`src/rtl/cpu_ctrl_pkg.sv`:
```
// Shared encodings for the sequenced CPU control block: opcodes, ALU codes,
// branch selects, FSM states and the opcode decode table.
package cpu_ctrl_pkg;

    localparam int unsigned OpLoadi = 0;
    localparam int unsigned OpMov   = 1;
    localparam int unsigned OpAdd   = 2;
    localparam int unsigned OpSub   = 3;
    localparam int unsigned OpAnd   = 4;
    localparam int unsigned OpOr    = 5;
    localparam int unsigned OpJ     = 6;
    localparam int unsigned OpBeq   = 7;
    localparam int unsigned OpBne   = 8;
    localparam int unsigned OpMult  = 9;
    localparam int unsigned OpSll   = 10;
    localparam int unsigned OpSrl   = 11;
    localparam int unsigned OpSra   = 12;
    localparam int unsigned OpRor   = 13;
    localparam int unsigned OpLwd   = 14;
    localparam int unsigned OpLwi   = 15;
    localparam int unsigned OpSwd   = 16;
    localparam int unsigned OpSwi   = 17;

    localparam logic [3:0] AluFwd  = 4'd0;
    localparam logic [3:0] AluAdd  = 4'd1;
    localparam logic [3:0] AluAnd  = 4'd2;
    localparam logic [3:0] AluOr   = 4'd3;
    localparam logic [3:0] AluMult = 4'd4;
    localparam logic [3:0] AluSll1 = 4'd5;
    localparam logic [3:0] AluSrl1 = 4'd6;
    localparam logic [3:0] AluSra1 = 4'd7;
    localparam logic [3:0] AluRor1 = 4'd8;

    localparam logic [1:0] BselNone = 2'b00;
    localparam logic [1:0] BselJump = 2'b01;
    localparam logic [1:0] BselBeq  = 2'b10;
    localparam logic [1:0] BselBne  = 2'b11;

    typedef enum logic [1:0] {StIdle, StExec, StIter, StMem} state_t;

    typedef struct packed {
        logic [3:0] aluop;
        logic       mux1op;
        logic       mux2op;
        logic [1:0] bselect;
        logic       wr;
        logic       known;
        logic       is_iter;
        logic       is_shift;
        logic       is_mem;
        logic       is_load;
    } dec_t;

    function automatic dec_t decode(input int unsigned op);
        dec_t d;
        d = '0;
        d.bselect = BselNone;
        d.known = 1'b1;
        case (op)
            OpLoadi: begin d.aluop = AluFwd; d.mux2op = 1'b1; d.wr = 1'b1; end
            OpMov:   begin d.aluop = AluFwd; d.wr = 1'b1; end
            OpAdd:   begin d.aluop = AluAdd; d.wr = 1'b1; end
            OpSub:   begin d.aluop = AluAdd; d.mux1op = 1'b1; d.wr = 1'b1; end
            OpAnd:   begin d.aluop = AluAnd; d.wr = 1'b1; end
            OpOr:    begin d.aluop = AluOr;  d.wr = 1'b1; end
            OpJ:     begin d.aluop = AluFwd; d.bselect = BselJump; end
            OpBeq:   begin d.aluop = AluAdd; d.mux1op = 1'b1; d.bselect = BselBeq; end
            OpBne:   begin d.aluop = AluAdd; d.mux1op = 1'b1; d.bselect = BselBne; end
            OpMult:  begin d.aluop = AluMult; d.wr = 1'b1; d.is_iter = 1'b1; end
            OpSll:   begin d.aluop = AluSll1; d.wr = 1'b1; d.is_shift = 1'b1; end
            OpSrl:   begin d.aluop = AluSrl1; d.wr = 1'b1; d.is_shift = 1'b1; end
            OpSra:   begin d.aluop = AluSra1; d.wr = 1'b1; d.is_shift = 1'b1; end
            OpRor:   begin d.aluop = AluRor1; d.wr = 1'b1; d.is_shift = 1'b1; end
            OpLwd: begin
                d.aluop = AluAdd; d.wr = 1'b1; d.is_mem = 1'b1; d.is_load = 1'b1;
            end
            OpLwi: begin
                d.aluop = AluAdd; d.mux2op = 1'b1; d.wr = 1'b1;
                d.is_mem = 1'b1; d.is_load = 1'b1;
            end
            OpSwd:   begin d.aluop = AluAdd; d.is_mem = 1'b1; end
            OpSwi:   begin d.aluop = AluAdd; d.mux2op = 1'b1; d.is_mem = 1'b1; end
            default: d.known = 1'b0;
        endcase
        return d;
    endfunction

endpackage

```
`src/rtl/control_fsm_if.sv`:
```
// Instruction-side and datapath-control bundle of the control FSM.
interface control_fsm_if #(
    parameter int unsigned OPCODE_W = 8,
    parameter int unsigned ALUOP_W  = 4,
    parameter int unsigned CNT_W    = 8
);
    logic                instr_valid;
    logic [OPCODE_W-1:0] opcode;
    logic [CNT_W-1:0]    imm_count;
    logic                busywait;
    logic                writeable;
    logic [ALUOP_W-1:0]  aluop;
    logic                mux1op;
    logic                mux2op;
    logic [1:0]          bselect;
    logic                alu_step;
    logic                mem_read;
    logic                mem_write;
    logic                pc_stall;
    logic                done;
    logic                illegal;

    modport master (
        output instr_valid, opcode, imm_count, busywait,
        input  writeable, aluop, mux1op, mux2op, bselect, alu_step,
        input  mem_read, mem_write, pc_stall, done, illegal
    );

    modport slave (
        input  instr_valid, opcode, imm_count, busywait,
        output writeable, aluop, mux1op, mux2op, bselect, alu_step,
        output mem_read, mem_write, pc_stall, done, illegal
    );
endinterface

```
`src/rtl/iter_counter.sv`:
```
// Loadable down-counter for multi-cycle ALU ops; last flags the final step.
module iter_counter #(
    parameter int unsigned CNT_W = 8
) (
    input  logic             clk,
    input  logic             reset,
    input  logic             load,
    input  logic [CNT_W-1:0] load_val,
    input  logic             dec,
    output logic [CNT_W-1:0] count,
    output logic             last
);
    logic [CNT_W-1:0] count_q;

    always_ff @(posedge clk) begin
        if (reset) begin
            count_q <= '0;
        end else if (load) begin
            count_q <= load_val;
        end else if (dec && count_q != '0) begin
            count_q <= count_q - CNT_W'(1);
        end
    end

    assign count = count_q;
    assign last  = (count_q == CNT_W'(1));
endmodule

```
`src/rtl/control_fsm.sv`:
```
// Sequenced opcode decoder: single-cycle ops, iterative mult/shift and
// memory ops with busywait. All outputs are registered.
module control_fsm
    import cpu_ctrl_pkg::*;
#(
    parameter int unsigned OPCODE_W    = 8,
    parameter int unsigned ALUOP_W     = 4,
    parameter int unsigned CNT_W       = 8,
    parameter int unsigned SHIFT_MAX   = 8,
    parameter int unsigned MULT_CYCLES = 4
) (
    input  logic          CLK,
    input  logic          RESET,
    control_fsm_if.slave  bus
);
    state_t              state_q;
    logic [OPCODE_W-1:0] op_q;
    logic [ALUOP_W-1:0]  aluop_q;
    logic                writeable_q, mux1op_q, mux2op_q, alu_step_q;
    logic                mem_read_q, mem_write_q, pc_stall_q, done_q, illegal_q;
    logic [1:0]          bselect_q;

    logic [OPCODE_W-1:0] sel_op;
    dec_t                dec;
    logic [CNT_W-1:0]    cnt_clamp;
    logic [CNT_W-1:0]    load_val;
    logic [CNT_W-1:0]    count;
    logic                last;
    logic                go_iter;
    logic                cnt_load;

    // New opcode is decoded on acceptance; the latched one on MEM exit.
    assign sel_op    = (state_q == StIdle) ? bus.opcode : op_q;
    assign dec       = decode(32'(sel_op));
    assign cnt_clamp = (bus.imm_count > CNT_W'(SHIFT_MAX)) ? CNT_W'(SHIFT_MAX) : bus.imm_count;
    assign go_iter   = dec.is_iter || (dec.is_shift && cnt_clamp != '0);
    assign load_val  = dec.is_iter ? CNT_W'(MULT_CYCLES) : cnt_clamp;
    assign cnt_load  = (state_q == StIdle) && bus.instr_valid && go_iter;

    iter_counter #(
        .CNT_W (CNT_W)
    ) u_iter_counter (
        .clk      (CLK),
        .reset    (RESET),
        .load     (cnt_load),
        .load_val (load_val),
        .dec      (state_q == StIter),
        .count    (count),
        .last     (last)
    );

    always_ff @(posedge CLK) begin
        if (RESET) begin
            state_q     <= StIdle;
            op_q        <= '0;
            aluop_q     <= '0;
            writeable_q <= 1'b0;
            mux1op_q    <= 1'b0;
            mux2op_q    <= 1'b0;
            bselect_q   <= 2'b00;
            alu_step_q  <= 1'b0;
            mem_read_q  <= 1'b0;
            mem_write_q <= 1'b0;
            pc_stall_q  <= 1'b0;
            done_q      <= 1'b0;
            illegal_q   <= 1'b0;
        end else begin
            aluop_q     <= '0;
            writeable_q <= 1'b0;
            mux1op_q    <= 1'b0;
            mux2op_q    <= 1'b0;
            bselect_q   <= 2'b00;
            alu_step_q  <= 1'b0;
            mem_read_q  <= 1'b0;
            mem_write_q <= 1'b0;
            pc_stall_q  <= 1'b0;
            done_q      <= 1'b0;
            illegal_q   <= 1'b0;
            unique case (state_q)
                StIdle: begin
                    if (bus.instr_valid) begin
                        op_q <= bus.opcode;
                        if (dec.is_mem) begin
                            state_q     <= StMem;
                            aluop_q     <= ALUOP_W'(dec.aluop);
                            mux2op_q    <= dec.mux2op;
                            pc_stall_q  <= 1'b1;
                            mem_read_q  <= dec.is_load;
                            mem_write_q <= !dec.is_load;
                        end else if (go_iter) begin
                            state_q     <= StIter;
                            aluop_q     <= ALUOP_W'(dec.aluop);
                            alu_step_q  <= 1'b1;
                            pc_stall_q  <= 1'b1;
                            writeable_q <= (load_val == CNT_W'(1));
                            done_q      <= (load_val == CNT_W'(1));
                        end else begin
                            state_q     <= StExec;
                            aluop_q     <= dec.is_shift ? ALUOP_W'(AluFwd) : ALUOP_W'(dec.aluop);
                            mux1op_q    <= dec.mux1op;
                            mux2op_q    <= dec.mux2op;
                            bselect_q   <= dec.bselect;
                            writeable_q <= dec.wr;
                            done_q      <= 1'b1;
                            illegal_q   <= !dec.known;
                        end
                    end
                end
                StExec: state_q <= StIdle;
                StIter: begin
                    if (last) begin
                        state_q <= StIdle;
                    end else begin
                        // Counter steps down this edge, so 2 now means the final step next.
                        aluop_q     <= aluop_q;
                        alu_step_q  <= 1'b1;
                        pc_stall_q  <= 1'b1;
                        writeable_q <= (count == CNT_W'(2));
                        done_q      <= (count == CNT_W'(2));
                    end
                end
                StMem: begin
                    aluop_q  <= aluop_q;
                    mux2op_q <= mux2op_q;
                    if (bus.busywait) begin
                        pc_stall_q  <= 1'b1;
                        mem_read_q  <= mem_read_q;
                        mem_write_q <= mem_write_q;
                    end else begin
                        state_q     <= StExec;
                        writeable_q <= dec.wr;
                        done_q      <= 1'b1;
                    end
                end
                default: state_q <= StIdle;
            endcase
        end
    end

    assign bus.writeable = writeable_q;
    assign bus.aluop     = aluop_q;
    assign bus.mux1op    = mux1op_q;
    assign bus.mux2op    = mux2op_q;
    assign bus.bselect   = bselect_q;
    assign bus.alu_step  = alu_step_q;
    assign bus.mem_read  = mem_read_q;
    assign bus.mem_write = mem_write_q;
    assign bus.pc_stall  = pc_stall_q;
    assign bus.done      = done_q;
    assign bus.illegal   = illegal_q;
endmodule

```
`src/flat_wrapper.sv`:
```
// flat-port wrapper written by rule: the top's interface ports become plain ports
module control_fsm_flat import cpu_ctrl_pkg::*;
#(
    parameter int unsigned OPCODE_W    = 8,
    parameter int unsigned ALUOP_W     = 4,
    parameter int unsigned CNT_W       = 8,
    parameter int unsigned SHIFT_MAX   = 8,
    parameter int unsigned MULT_CYCLES = 4
)
  (CLK, RESET, bus_instr_valid, bus_opcode, bus_imm_count, bus_busywait, bus_writeable, bus_aluop, bus_mux1op, bus_mux2op, bus_bselect, bus_alu_step, bus_mem_read, bus_mem_write, bus_pc_stall, bus_done, bus_illegal);
  control_fsm_if #(.OPCODE_W(OPCODE_W), .ALUOP_W(ALUOP_W), .CNT_W(CNT_W)) bus_i ();
  input  logic CLK;
  input  logic RESET;
  input wire logic [$bits(bus_i.instr_valid)-1:0] bus_instr_valid;
  input wire logic [$bits(bus_i.opcode)-1:0] bus_opcode;
  input wire logic [$bits(bus_i.imm_count)-1:0] bus_imm_count;
  input wire logic [$bits(bus_i.busywait)-1:0] bus_busywait;
  output wire logic [$bits(bus_i.writeable)-1:0] bus_writeable;
  output wire logic [$bits(bus_i.aluop)-1:0] bus_aluop;
  output wire logic [$bits(bus_i.mux1op)-1:0] bus_mux1op;
  output wire logic [$bits(bus_i.mux2op)-1:0] bus_mux2op;
  output wire logic [$bits(bus_i.bselect)-1:0] bus_bselect;
  output wire logic [$bits(bus_i.alu_step)-1:0] bus_alu_step;
  output wire logic [$bits(bus_i.mem_read)-1:0] bus_mem_read;
  output wire logic [$bits(bus_i.mem_write)-1:0] bus_mem_write;
  output wire logic [$bits(bus_i.pc_stall)-1:0] bus_pc_stall;
  output wire logic [$bits(bus_i.done)-1:0] bus_done;
  output wire logic [$bits(bus_i.illegal)-1:0] bus_illegal;
  assign bus_i.instr_valid = bus_instr_valid;
  assign bus_i.opcode = bus_opcode;
  assign bus_i.imm_count = bus_imm_count;
  assign bus_i.busywait = bus_busywait;
  assign bus_writeable = bus_i.writeable;
  assign bus_aluop = bus_i.aluop;
  assign bus_mux1op = bus_i.mux1op;
  assign bus_mux2op = bus_i.mux2op;
  assign bus_bselect = bus_i.bselect;
  assign bus_alu_step = bus_i.alu_step;
  assign bus_mem_read = bus_i.mem_read;
  assign bus_mem_write = bus_i.mem_write;
  assign bus_pc_stall = bus_i.pc_stall;
  assign bus_done = bus_i.done;
  assign bus_illegal = bus_i.illegal;
  control_fsm #(.OPCODE_W(OPCODE_W), .ALUOP_W(ALUOP_W), .CNT_W(CNT_W), .SHIFT_MAX(SHIFT_MAX), .MULT_CYCLES(MULT_CYCLES)) u_core (.CLK(CLK), .RESET(RESET), .bus(bus_i));
endmodule
```
`config.mk`:
```
export PLATFORM = sky130hd
export DESIGN_NAME = control_fsm_flat
export DESIGN_NICKNAME = d
export VERILOG_FILES = /design/src/rtl/cpu_ctrl_pkg.sv /design/src/rtl/control_fsm_if.sv /design/src/rtl/iter_counter.sv /design/src/rtl/control_fsm.sv /design/src/flat_wrapper.sv
export SDC_FILE = /design/constraint.sdc
export NUM_CORES = 1
export LEC_CHECK = 0
export BUFFER_PORTS_ARGS = -buffer_cell sky130_fd_sc_hd__buf_2
export CORE_ASPECT_RATIO = 1.2
export CORE_MARGIN = 5
export CORE_UTILIZATION = 45
export CTS_CLUSTER_DIAMETER = 50
export CTS_CLUSTER_SIZE = 20
export DETAILED_ROUTE_END_ITERATION = 12
export PLACE_DENSITY = 0.63
export SYNTH_ARGS = -nofsm -noshare
export SYNTH_HDL_FRONTEND = slang
export SYNTH_SLANG_ARGS = --single-unit
export TNS_END_PERCENT = 20
```
`constraint.sdc`:
```
create_clock -name CLK -period 3.6 [get_ports CLK]
set_clock_uncertainty 0.05 [all_clocks]
set_input_delay 0.72 -clock CLK [delete_from_list [all_inputs] [get_ports CLK]]
set_output_delay 0.72 -clock CLK [all_outputs]
set_load 0.02 [all_outputs]
```
==> flow_summary.yaml, run 1 <==
outcome:
  status: "finished, final reports clean"
global_route:
  antenna_found_initial: 0
  grt_pass1_vias: 1753
  grt_max_degree: 29
  grt_pass1_wl_mm: 8.44
  grt_usage_pct: 17.5
  overflow: 0
critical_path:
  max_stage_delay_ns: 0.96
  crit_path_end: "u_core.u_iter_counter.count[3]"
  crit_type: "register to register"
  cp.arrival_ns: 3.06
  end_kind: "register"
  crit_start: "u_core.state_q[1]"
  reg2reg_from: "u_core.state_q[1]"
  reg2regPathDepth: 6
  rr_endpoint: "u_core.u_iter_counter.count[3]"
  cp.required_ns: 3.70
  crit_chain: "nor2_1 > mux2i_1 > nand3_1 > a21oi_2 > or2_4 > o22ai_2"
  crit_slowest_cell: "nor2_1"
  critPathMaxFanout: 17
  startpoint_type: "register"
  r2r_setup_slack_ns: 0.63
detailed_routing:
  routed-wl-met3_um: 322
  ant_nets: 0
  dr.pass1.iters: 4
  wl_per_cell_um: 14.9
  drt-initial-drc-count: 116
  via_per_inst: 5.77
  drc: 0
  vias: 1946
  routed_wl_mm: 5.02
  highest_layer: "met4"
  route.met2.wl_mm: 2.32
  met1Wirelength_mm: 2.29
sta:
  relSlewSlack_pct: 14.1
  hold_ws_ns: 0.410
  finalCritPeriodShare_pct: 82.4
  fin_tns_setup_ns: 0
  setup_violations: 0
  rsz0062_at_grt: "false"
  hold_viol: 0
  fmax_ghz: 0.337
  worst_slew_pin_slew_ns: 1.28
  setup_ws_ns: 0.633
  fin_crit_ns: 2.97
  final_max_slew_viol_count: 0
logic_synthesis:
  synth_top_area_share_pct: 33.1
  yosysMostFrequentCell: "dfxtp_1"
  postSynthAreaPerCell_um2: 8.05
  synth_area_um2: 2000
  ys_ff_latch: 33
  syn-instance-count: 248
  yosysSeqAreaShare_pct: 33.1
  yosys-top-cells-area: "dfxtp_1, nand2_1, a21oi_1"
  synth_top_area_cell: "dfxtp_1"
  ys.flop_type: "dfxtp_1"
  synthTopCellsByCount: "dfxtp_1, nand2_1, nor2_1, a21oi_1, nor3_1"
  ys_warn_count: 0
  synth_cell_types: 61
  synth-edff-count: 0
  async_flop_share_pct: 0
  syn_nets: 271
place:
  port_buffers: 34
  gp_congestion: 0.833
  place_hpwl_mm: 3.76
  post-place-ws_ns: 0.663
clock_tree:
  cts.path.max_buffers: 2
  path_clk_slew_ns: 0.07
  worst_skew_pair.late_latency_ns: 0.28
  cts_setup_buffers: 0
  cts.sinks: 33
  cts_tree: "done"
  cts_max_level: 2
  cts_root_buffer: "clkbuf_8"
  hold_buffers: 0
  numCtsBuffers: 5
  postCtsResizedCells: 0
worst_hold_path:
  hold_path_class: "register to register"
floorplan:
  start_util_pct: 46.5
  core_region_area_um2: 4290
  row_count: 26
  fp.dieH_um: 83.0
  dieArea_um2: 5870
  ios: 35
  die_w_um: 70.8
cells_and_area:
  drive_above_1_share_pct: 23.5
  n_antenna_cell: 0
  syn2layout_area_growth_pct: 14.3
  fin_nets: 303
  fin_util_pct: 53.1
power_and_ir_drop:
  vdd_drop_max_mv: 0.171
  total_leakage_power_nw: 0.893
  cellPowerDensity_nw_per_um2: 355
  totalPowerFinal_mw: 0.809
run:
  cap_violations: 0
==> cell usage in the layout, fill, tap and decap left out, types with 5 or more instances in the layout <==
cell and count:
buf_2 34, dfxtp_1 33, o31ai_1 5, nand2_1 30, xnor2_1 6, nand2b_1 5, nor2_1 24, a21oi_1 18
nor3_1 12, o21ai_0 10, inv_1 5, clkbuf_8 5, nand3_1 10
==> how the worst min path moves through the flow <==
stage | slack [ns] | to | depth (start not counted) | from
after detailed placement | 0.39 | u_core.bus.aluop[1] | 2 | u_core.bus.aluop[1]
final | 0.41 | u_core.bus.aluop[1] | 2 | u_core.bus.aluop[1]
after CTS | 0.41 | u_core.bus.aluop[1] | 2 | u_core.bus.aluop[1]
after floorplan | 0.40 | u_core.op_q[6] | 2 | u_core.op_q[6]
after global placement | 0.38 | u_core.bus.aluop[3] | 2 | u_core.bus.aluop[3]
after global routing | 0.42 | u_core.bus.aluop[1] | 2 | u_core.bus.aluop[1]
==> cell families after synthesis <==
family	share of synthesized area (%)
buf+inv	4.51
mux	2.63
flops	33.1
simple gates	28.5
xor+xnor	3.95
fa+ha+maj	1.88
compound gates	25.5
==> metrics by stage <==
stage / instance area, um2 / instances
2_1_floorplan: 2000 / 248
3_3_place_gp: 2190 / 329
3_5_place_dp: 2190 / 329
4_1_cts: 2280 / 337
5_1_grt: 2280 / 337
6_report: 2280 / 337
==> layer usage <==
metal / vias up / GRT usage [%]
li1: 978 / -
met1: 898 / 22.8
met2: 64 / 26.9
met3: 6 / 5.07
met4: 0 / 6.67
met5: - / 0
==> layout make-up <==
cell class                      count  area, um2
Multi-Input combinational cell    197       1240
Fill cell                         442       2010
Inverter                            5       18.8
Clock buffer                        5       68.8
Tap cell                           56       70.1
Timing Repair Buffer               38        200
Sequential cell                    33        661
Clock inverter                      3       17.5
==> power by group <==
| group | leakage [nW] | switching [mW] | internal, mW |
|---|---|---|---|
| Sequential | 0.268 | 0.00915 | 0.376 |
| Combinational | 0.581 | 0.0983 | 0.0573 |
| Clock | 0.0439 | 0.135 | 0.133 |
==> flip-flops by register name, indices dropped and copies added, names as in the netlist <==
signal,count
u_core.u_iter_counter.count,8
u_core.bus.mem_read,1
u_core.bus.mem_write,1
u_core.bus.done,1
u_core.state_q,2
u_core.bus.illegal,1
u_core.bus.writeable,1
u_core.bus.mux2op,1
u_core.bus.alu_step,1
u_core.op_q,8
u_core.bus.bselect,2
u_core.bus.mux1op,1
u_core.bus.aluop,4
u_core.bus.pc_stall,1
==> worst max-delay path: cells and delay by family, from the launching register on <==
kind / cells / cell delay [ns]
flip-flops: 1 / 0.31
AND/OR/NAND/NOR: 3 / 1.41
AO/OA/AOI/OAI: 2 / 0.46
multiplexers: 1 / 0.59
(Power assumes the default switching activity.)
==> run 2, diff against run 1 <==
ABC_AREA = 1   (was not set)
clock period = 2.8 ns   (was 3.6 ns; I/O delays follow)
==> run 2 against run 1 <==
Compared with the run above: clock-buffer cell count is the same; sequential cell count stayed put; register-to-register slack worse by 0.10 ns; first-iteration DRC count down 39%; via count is 3.0% higher; hold slack improved by 0.0034 ns; final cell count is 20% higher; clock power rose by 22%; largest cell class unchanged; power increased by 27%; fmax is 31% higher; critical path depth increased by 4.
==> flow_summary.yaml, run 2 <==
clock_tree:
  cts_root_buffer: "clkbuf_8"
  cts_max_level: 2
  path_clk_slew_ns: 0.07
  cts_tree: "done"
  cts.sinks: 33
  hold_buffers: 0
  cts_setup_buffers: 0
  postCtsResizedCells: 0
  numCtsBuffers: 5
  worst_skew_pair.late_latency_ns: 0.28
  cts.path.max_buffers: 2
global_route:
  grt_pass1_wl_mm: 8.77
  antenna_found_initial: 0
  grt_pass1_vias: 1925
  grt_usage_pct: 18.1
  overflow: 0
  grt_max_degree: 19
logic_synthesis:
  yosysMostFrequentCell: "nand2_1"
  synth_top_area_share_pct: 32.3
  async_flop_share_pct: 0
  ys_warn_count: 0
  synth-edff-count: 0
  ys.flop_type: "dfxtp_1"
  synth_area_um2: 2040
  synth_top_area_cell: "dfxtp_1"
  synthTopCellsByCount: "nand2_1, nor2_1, dfxtp_1, inv_1, a21oi_1"
  postSynthAreaPerCell_um2: 6.53
  syn-instance-count: 313
  synth_cell_types: 31
  yosys-top-cells-area: "dfxtp_1, nand2_1, nor2_1"
  yosysSeqAreaShare_pct: 32.3
  ys_ff_latch: 33
  syn_nets: 336
floorplan:
  core_region_area_um2: 4330
  row_count: 26
  fp.dieH_um: 83.8
  dieArea_um2: 5990
  start_util_pct: 47.2
  die_w_um: 71.5
  ios: 35
power_and_ir_drop:
  totalPowerFinal_mw: 1.02
  total_leakage_power_nw: 1.15
  cellPowerDensity_nw_per_um2: 440
  vdd_drop_max_mv: 0.234
detailed_routing:
  ant_nets: 0
  routed_wl_mm: 4.95
  via_per_inst: 4.96
  wl_per_cell_um: 12.3
  vias: 2004
  drc: 0
  drt-initial-drc-count: 71
  dr.pass1.iters: 4
worst_hold_path:
  hold_path_class: "register to register"
critical_path:
  cp.arrival_ns: 2.39
  end_kind: "register"
  cp.required_ns: 2.92
  crit_type: "register to register"
  critPathMaxFanout: 13
  startpoint_type: "register"
place:
  port_buffers: 34
  place_hpwl_mm: 3.89
  gp_congestion: 0.849
  post-place-ws_ns: 0.559
sta:
  hold_ws_ns: 0.414
  fmax_ghz: 0.440
  setup_violations: 0
  rsz0062_at_grt: "false"
  worst_slew_pin_slew_ns: 0.414
  finalCritPeriodShare_pct: 81.1
  fin_tns_setup_ns: 0
  relSlewSlack_pct: 72.4
  hold_viol: 0
  final_max_slew_viol_count: 0
  fin_crit_ns: 2.27
  setup_ws_ns: 0.529
cells_and_area:
  fin_util_pct: 53.8
  layout_commonest_cell: "nand2_1"
  fin_nets: 372
  syn2layout_area_growth_pct: 13.9
  most-common-layout-cells: "nand2_1, nor2_1, buf_2"
  drive_above_1_share_pct: 23.0
  n_antenna_cell: 0
run:
  cap_violations: 0
outcome:
  status: "finished, final reports clean"
==> run 2: cell count changes in the layout (fill, tap and decap cells not counted), sizes merged, moves of 8 or more <==
cell,previous run,this run
nand3,10,22
nand2,30,96
nor2,24,49
nor3,12,4
inv,5,37
a21oi,19,30
==> run 2: layout make-up <==
class	count	area [um2]
fill	460	2000
tap	56	70.1
clock buffer	5	68.8
multi-input combinational	236	1200
clock inverter	1	5.00
sequential	33	661
inverter	37	139
timing repair buffer	36	185
==> run 2: cells by family (layout without fill, tap and decap cells) <==
family / count (synthesis) / in the layout / share of synthesized area [%]
xor gates and xnor gates: 6 / 6 / 2.57
DFF: 33 / 33 / 32.3
and+or+nand+nor: 181 / 181 / 41.9
buffers and inverters: 44 / 79 / 9.00
adders and majority gates: 3 / 3 / 1.84
AOI/OAI and AO/OA: 46 / 46 / 12.3
==> run 2: where the power goes <==
group | switching [mW] | total [mW] | internal [mW]
clock | 0.163 | 0.326 | 0.163
sequential | 0.00873 | 0.495 | 0.487
combinational | 0.138 | 0.202 | 0.0637
total | 0.310 | 1.02 | 0.714
==> run 2: per-layer routing <==
| metal | routed length, um | track usage, % | share of wire [%] |
|---|---|---|---|
| met1 | 2120 | 21.0 | 43 |
| met2 | 2550 | 31.8 | 51 |
| met4 | 88 | 6.50 | 1.8 |
| met5 | 0 | 0 | 0 |
| met3 | 195 | 4.22 | 3.9 |
==> run 2: path summary, 6_finish.rpt <==
kind                            start                              to  slack (ns)  depth (start not counted)
hold / removal    u_core.bus.aluop[2]             u_core.bus.aluop[2]        0.41                          2
hold reg to reg   u_core.bus.aluop[2]             u_core.bus.aluop[2]        0.41                          2
setup / recovery    u_core.state_q[1]  u_core.u_iter_counter.count[0]        0.53                         10
setup reg to reg    u_core.state_q[1]  u_core.u_iter_counter.count[0]        0.53                         10
==> run 2: worst max-delay path, stage by stage, from the launching register on <==
cell and delay, ns:
dfxtp_1 0.37, nor2_4 0.37, nand2_1 0.11, nand2_2 0.12
nand3_1 0.20, nor2_1 0.23, nand2_2 0.17, nand2_4 0.13
nand2_2 0.16, o21ai_1 0.19, a21oi_1 0.05
==> run 2: metrics by stage <==
stage	area, um2	cells
after detailed placement	2250	398
after global routing	2330	404
after CTS	2330	404
after global placement	2250	398
final	2330	404
after floorplan	2040	313
==> run 3, diff against run 2 <==
clock period = 2.35 ns   (was 2.8 ns; I/O delays follow)
==> run 3 against run 2 <==
Compared with the run above: clock-buffer cell count up 1; sequential cell count unchanged; first-iteration DRC count up 45%; combinational power up 25%; worst setup slack worse by 0.27 ns; core utilization up 1.4 points; hold slack worse by 0.018 ns; via count about the same; routed wire length down 0.59%; register-to-register slack worse by 0.27 ns; design area up 2.5%; critical path type unchanged; largest cell class unchanged; largest power group unchanged.
==> flow_summary.yaml, run 3 (synthesized netlist as in run 2, its figures left out) <==
outcome:
  status: "finished, final reports clean"
sta:
  rsz0062_at_grt: "false"
  worst_slew_pin_slew_ns: 0.359
  fin_tns_setup_ns: 0
  final_max_slew_viol_count: 0
  finalCritPeriodShare_pct: 89.1
  setup_violations: 0
  fin_crit_ns: 2.09
  fmax_ghz: 0.478
  relSlewSlack_pct: 76.0
  hold_viol: 0
place:
  dp.cells: 400
  port_buffers: 34
  gp_congestion: 0.892
  place_hpwl_mm: 3.85
floorplan:
  start_util_pct: 47.2
  dieArea_um2: 5990
  core_region_area_um2: 4330
  die_w_um: 71.5
  ios: 35
  fp.dieH_um: 83.8
  row_count: 26
cells_and_area:
  most-common-layout-cells: "nand2_1, nor2_1, buf_2"
  layout_commonest_cell: "nand2_1"
  layout.cells.non_filler: 411
  n_antenna_cell: 0
  drive_above_1_share_pct: 24.2
  fill_cells: 454
  syn2layout_area_growth_pct: 16.8
  fin_nets: 377
power_and_ir_drop:
  vdd_drop_max_mv: 0.256
  totalPowerFinal_mw: 1.25
  total_leakage_power_nw: 1.18
  cellPowerDensity_nw_per_um2: 525
global_route:
  antenna_found_initial: 0
  grt_usage_pct: 17.6
  grt_max_degree: 18
  grt_pass1_wl_mm: 8.43
  grt_pass1_vias: 1852
  overflow: 0
clock_tree:
  cts_root_buffer: "clkbuf_8"
  hold_buffers: 0
  cts.path.max_buffers: 2
  path_clk_slew_ns: 0.07
  postCtsResizedCells: 0
  cts_tree: "done"
  cts_setup_buffers: 0
  numCtsBuffers: 5
  cts.sinks: 33
  worst_skew_pair.late_latency_ns: 0.28
  cts_max_level: 2
detailed_routing:
  routed_wl_mm: 4.92
  wl_per_cell_um: 12.0
  dr.pass1.iters: 4
  vias: 2002
  drc: 0
  ant_nets: 0
  drt-initial-drc-count: 103
  via_per_inst: 4.87
critical_path:
  crit_path_end: "u_core.bus.writeable"
  cp.required_ns: 2.51
  cp.arrival_ns: 2.26
  startpoint_type: "register"
  crit_type: "register to register"
  crit_start: "u_core.state_q[0]"
  critPathMaxFanout: 8
  r2r_setup_slack_ns: 0.26
  end_kind: "register"
  reg2reg_from: "u_core.state_q[0]"
  reg2regPathDepth: 12
  rr_endpoint: "u_core.bus.writeable"
run:
  cap_violations: 0
worst_hold_path:
  hold_path_class: "input port to register"
==> run 3: changes by cell type in the layout (fill, tap and decap cells not counted) <==
cell      delta
clkbuf_1     +1
clkinv_2     +1
buf_12       +1
buf_4        +4
==> run 3: worst max-delay path: stages, from the launching register on <==
cell and delay (ns):
dfxtp_1 0.37, nor2_4 0.16, buf_12 0.13, nand2_1 0.06
nand2_2 0.09, nand3_1 0.20, nor2_1 0.22, nand2_2 0.16
inv_1 0.15, nor2_1 0.06, nand3_1 0.15, nand3_1 0.09
a21oi_1 0.13
==> run 3: worst min-delay path by stage <==
stage | from | end | depth (start not counted)
global placement | u_core.op_q[5] | u_core.op_q[5] | 2
CTS | bus_opcode[4] | u_core.op_q[4] | 3
detailed placement | u_core.bus.mem_write | u_core.bus.mem_write | 2
global route | bus_opcode[3] | u_core.op_q[3] | 3
floorplan | u_core.op_q[5] | u_core.op_q[5] | 2
finish | bus_opcode[3] | u_core.op_q[3] | 3
==> run 3: area by class of cell <==
| type | instances | area, um2 | area share [%] |
|---|---|---|---|
| Multi-Input combinational cell | 236 | 1200 | 50.2 |
| Sequential cell | 33 | 661 | 27.7 |
| Timing Repair Buffer | 41 | 235 | 9.86 |
| Clock buffer | 6 | 72.6 | 3.04 |
| Tap cell | 56 | 70.1 | 2.94 |
| Clock inverter | 2 | 10.0 | 0.420 |
| Inverter | 37 | 139 | 5.82 |
==> run 3: per-stage QoR <==
stage / hold slack, ns / cell area [um2] / setup slack (ns) / utilization (%)
2_1_floorplan: 0.380 / 2040 / 0.536 / -
3_3_place_gp: 0.402 / 2270 / 0.145 / 52.4
3_5_place_dp: 0.401 / 2270 / 0.145 / 52.4
4_1_cts: 0.388 / 2350 / 0.113 / 54.3
5_1_grt: 0.387 / 2390 / 0.0734 / 55.1
6_report: 0.396 / 2390 / 0.256 / 55.1
==> run 3: where the power goes <==
part | leakage, nW | switching (mW) | total (mW) | internal, mW
registers | 0.268 | 0.0106 | 0.590 | 0.580
logic | 0.866 | 0.165 | 0.253 | 0.0874
clock network | 0.0450 | 0.204 | 0.409 | 0.205
total | 1.18 | 0.380 | 1.25 | 0.872
==> run 3: layer usage <==
| layer | track usage (%) | wire length, um |
|---|---|---|
| met3 | 3.86 | 221 |
| met1 | 21.1 | 2180 |
| met4 | 5.64 | 62 |
| met2 | 30.4 | 2460 |
| met5 | 0 | 0 |
